### config.mk
export PLATFORM = sky130hd
export DESIGN_NAME = fifo_wptr_full
export DESIGN_NICKNAME = d
export VERILOG_FILES = /design/src/rtl/fifo_wptr_full.sv
export SDC_FILE = /design/constraint.sdc
export NUM_CORES = 1
export LEC_CHECK = 0
export ABC_CLOCK_PERIOD_IN_PS = 3400
export CORE_MARGIN = 2
export CORE_UTILIZATION = 30
export CTS_CLUSTER_SIZE = 30
export DETAILED_ROUTE_END_ITERATION = 10
export DONT_BUFFER_PORTS = 1
export HOLD_SLACK_MARGIN = 0.05
export REMOVE_ABC_BUFFERS = 1
export SKIP_CTS_REPAIR_TIMING = 1
export SYNTH_ARGS = -nofsm -noshare
export SYNTH_HDL_FRONTEND = slang
export SYNTH_SLANG_ARGS = --single-unit
### constraint.sdc
create_clock -name wclk -period 3.4 [get_ports wclk]
set_clock_uncertainty 0.2 [all_clocks]
set_input_delay 0.34 -clock wclk [delete_from_list [all_inputs] [get_ports wclk]]
set_output_delay 0.34 -clock wclk [all_outputs]
set_load 0.005 [all_outputs]
### src/rtl/fifo_wptr_full.sv
// Write-side pointer and full-flag generator for a dual-clock asynchronous FIFO.
// Keeps the binary and Gray write pointers, and drives the RAM write address.
// Produces a registered full flag from the synchronised Gray read pointer.
// Also produces a fill level, an almost-full flag and a sticky overflow flag.
// The Gray full comparison assumes ADDR_WIDTH >= 2.
module fifo_wptr_full #(
    parameter int ADDR_WIDTH   = 4,
    parameter int AFULL_THRESH = 12
) (
    input  logic                  wclk,
    input  logic                  wrst_n,
    input  logic                  winc,
    input  logic [ADDR_WIDTH:0]   wq2_rptr,
    input  logic                  wclr_ovf,
    output logic [ADDR_WIDTH-1:0] waddr,
    output logic [ADDR_WIDTH:0]   wptr,
    output logic                  wfull,
    output logic                  walmost_full,
    output logic [ADDR_WIDTH:0]   wlevel,
    output logic                  woverflow
);

    localparam int AW = ADDR_WIDTH;
    localparam logic [AW:0] AFULL_THRESH_C = (AW+1)'(AFULL_THRESH);

    // Gray to binary: each binary bit is the XOR of all Gray bits from the MSB down to it.
    function automatic logic [AW:0] gray2bin(input logic [AW:0] g);
        logic [AW:0] b;
        b[AW] = g[AW];
        for (int i = AW - 1; i >= 0; i--) begin
            b[i] = b[i+1] ^ g[i];
        end
        return b;
    endfunction

    // Binary to Gray: adjacent codes differ in exactly one bit.
    function automatic logic [AW:0] bin2gray(input logic [AW:0] b);
        return b ^ (b >> 1);
    endfunction

    logic [AW:0] wbin_r;
    logic [AW:0] wptr_r;
    logic        wfull_r;
    logic        walmost_full_r;
    logic [AW:0] wlevel_r;
    logic        woverflow_r;

    logic        wen_s;
    logic [AW:0] wbin_next_s;
    logic [AW:0] wgray_next_s;
    logic [AW:0] rbin_sync_s;
    logic [AW:0] level_next_s;
    logic        full_next_s;
    logic        afull_next_s;
    logic        ovf_next_s;

    // Next-state pointer arithmetic, full comparison, level and overflow decisions.
    always_comb begin
        wen_s        = winc & ~wfull_r;
        wbin_next_s  = wbin_r + {{AW{1'b0}}, wen_s};
        wgray_next_s = bin2gray(wbin_next_s);
        rbin_sync_s  = gray2bin(wq2_rptr);
        level_next_s = wbin_next_s - rbin_sync_s;
        // Full when the next write pointer is one lap ahead of the read pointer:
        // in Gray terms the two MSBs are inverted and the rest match.
        full_next_s  = (wgray_next_s == {~wq2_rptr[AW:AW-1], wq2_rptr[AW-2:0]});
        afull_next_s = (level_next_s >= AFULL_THRESH_C);
        // A dropped write sets the sticky flag and takes priority over a clear.
        if (winc && wfull_r) begin
            ovf_next_s = 1'b1;
        end else if (wclr_ovf) begin
            ovf_next_s = 1'b0;
        end else begin
            ovf_next_s = woverflow_r;
        end
    end

    // State registers for pointers and flags, cleared asynchronously.
    always_ff @(posedge wclk or negedge wrst_n) begin
        if (!wrst_n) begin
            wbin_r         <= {(AW+1){1'b0}};
            wptr_r         <= {(AW+1){1'b0}};
            wfull_r        <= 1'b0;
            walmost_full_r <= 1'b0;
            wlevel_r       <= {(AW+1){1'b0}};
            woverflow_r    <= 1'b0;
        end else begin
            wbin_r         <= wbin_next_s;
            wptr_r         <= wgray_next_s;
            wfull_r        <= full_next_s;
            walmost_full_r <= afull_next_s;
            wlevel_r       <= level_next_s;
            woverflow_r    <= ovf_next_s;
        end
    end

    assign waddr        = wbin_r[AW-1:0];
    assign wptr         = wptr_r;
    assign wfull        = wfull_r;
    assign walmost_full = walmost_full_r;
    assign wlevel       = wlevel_r;
    assign woverflow    = woverflow_r;

endmodule

==> reports/metrics.cfg <==
[worst_setup_path]
crit_path_max_incr_delay_ns=0.52
cp-end-kind=register
path_class=reg2reg
worstPathArrival_ns=2.99
path_cells=nor2b_1, ha_1, ha_1, inv_1, fa_1, nor2b_1, o21ai_1, and3_1, or4b_1
worstSetupStartpointType=register
cp_slowest_cell=fa_1
cpLargestDelayFamily=adder cells
path_max_fanout=6
crit_buf_inv=1
cp.required_ns=3.35

[timing]
slew_violations=0
final-hold-violation-count=0
finalSetupViolations=0
holdWs_ns=0.107
fmax_ghz=0.329
fin_crit_sh_pct=89.3
fin_crit_ns=3.04
timing.slew.headroom_pct=49.4
worst_pin_slew_ns=0.757
finalSetupTns_ns=0
rsz0062_at_grt=false

[floorplan]
row_count=20
pin_count=26
core_mm2=0.00303
die_x_um=60.4
dieArea_mm2=0.00365
initial_core_util_pct=31.5
fp.dieH_um=60.4

[synth]
synth_cells=82
avgSynthCellArea_um2=11.6
synth_seq_cells=17
ys_types=28
synth_edf_count=0
synth-main-ff-cell=dfrtp_1
yosysSeqAreaShare_pct=44.6
synthArstFlopShare_pct=100
syn_area_um2=953
yosys_warnings=0

[routing]
vias=582
dr.pass1.iters=4
top_layer=met3
drc_errors=0
met2WireLength_um=816
viasPerCell=4.38
drt-initial-drc-count=8
wl_per_cell_um=12.1
wl_met1_um=668
wl_met3_um=130
drtAntennaViolNets=0
wl_um=1620

[run_status]
status=finished, final reports clean

[grt]
antenna_found_initial=0
grt_pass1_wl_um=2720
grt_pass1_vias=634
grt_max_degree=18
grt_usage_pct=10.2
overflow=0

[pwr]
leakage_nw=0.471
p_per_area_mw_per_mm2=1100
vdd_ir_drop_max_mv=0.224

[finish]
final_common_cell=dfrtp_1
mostFrequentLayoutCells=dfrtp_1 (17), xnor2_1 (12), inv_1 (9)
syn2layout_area_growth_pct=11.9
finalNonFillerCells=133
nets=106
drive_gt1_share_pct=12.4
antenna_cells=0
final_util_pct=35.2

[clock_network]
clk_pin_slew_ns=0.10
cts_root_buf=clkbuf_4
cts_tree=done
clock_latency_ns=0.28
clockBufferDepth=2
cts.sink_count=17
cts-htree-levels=1
cts_inserted_buffers=3

[worst_hold_path]
hold_path.class=in2reg

[flow_run]
drv_cap=0

[place]
place_congestion=0.744
dp_hpwl_um=1270
port_buffers=0
dp.cells=126

==> logic make-up (layout without fill, tap and decap cells) <==
family	count (synthesis)	count (layout)	synth area share (%)
compound gates	9	9	7.09
xor+xnor	22	22	23.4
fa+ha+maj	7	7	9.97
buf+inv	10	17	4.07
flops	17	17	44.6
mux	1	1	1.05
simple gates	16	16	9.84
==> flip-flops by register name, summed over array words and instances, names as in the netlist <==
signal and cells:
wbin_r 5, wfull 1, wptr 4, wlevel 5
woverflow 1, walmost_full 1
==> cells in the mapped netlist, drive strengths merged (2+ instances only) <==
library cell,instances,area share (%)
nor2b,2,1.3
inv,9,3.5
dfrtp,17,45
nand2,3,1.2
xor2,8,8.9
ha,6,7.9
nand3,4,2.1
a21oi,2,1.0
xnor2,14,14
o21ai,2,1.0
==> final cells by class <==
class | count | area [um^2]
Fill cell | 315 | 1960
Multi-Input combinational cell | 55 | 489
Sequential cell | 17 | 425
Tap cell | 44 | 55.1
Timing Repair Buffer | 4 | 37.5
Inverter | 9 | 33.8
Clock buffer | 4 | 26.3
==> worst reg2reg max path: stages, from the launching register on <==
cell     delay [ns]
dfrtp_1        0.40
nor2b_1        0.07
ha_1           0.23
ha_1           0.41
inv_1          0.12
fa_1           0.52
nor2b_1        0.18
o21ai_1        0.08
and3_1         0.19
or4b_1         0.51
==> worst paths after layout <==
check / start / cells past startpoint / to / slack, ns
worst max-delay path: wfull / 9 / walmost_full / 0.36
worst min-delay path: wq2_rptr[1] / 3 / wfull / 0.11
worst max register to register: wfull / 9 / walmost_full / 0.36
worst min register to register: wbin_r[4] / 1 / wbin_r[4] / 0.45
max in group asynchronous: wrst_n / 1 / wbin_r[3] / 2.16
min in group asynchronous: wrst_n / 1 / walmost_full / 0.36
==> metal layers <==
layer  global-route usage (%)  vias to the layer above
met2                     16.8                       22
met3                     3.62                        0
met1                     11.9                      275
li1                         -                      285
met5                        0                        -
met4                     4.76                        0
==> metrics by stage <==
stage / worst slack, ns / cell area (um^2) / power [mW]
2_1_floorplan: 0.423 / 948 / 0.943
3_3_place_gp: 0.198 / 1010 / 1.06
3_5_place_dp: 0.140 / 1010 / 1.07
4_1_cts: 0.344 / 1040 / 1.19
5_1_grt: 0.194 / 1070 / 1.30
6_report: 0.364 / 1070 / 1.17
==> where the power goes <==
part,switching [mW],internal (mW),leakage [nW]
clock,0.0594,0.0454,0.0150
sequential,0.0964,0.314,0.203
combinational,0.332,0.326,0.252
total,0.488,0.686,0.471
Power figures use the tool's default switching activity.
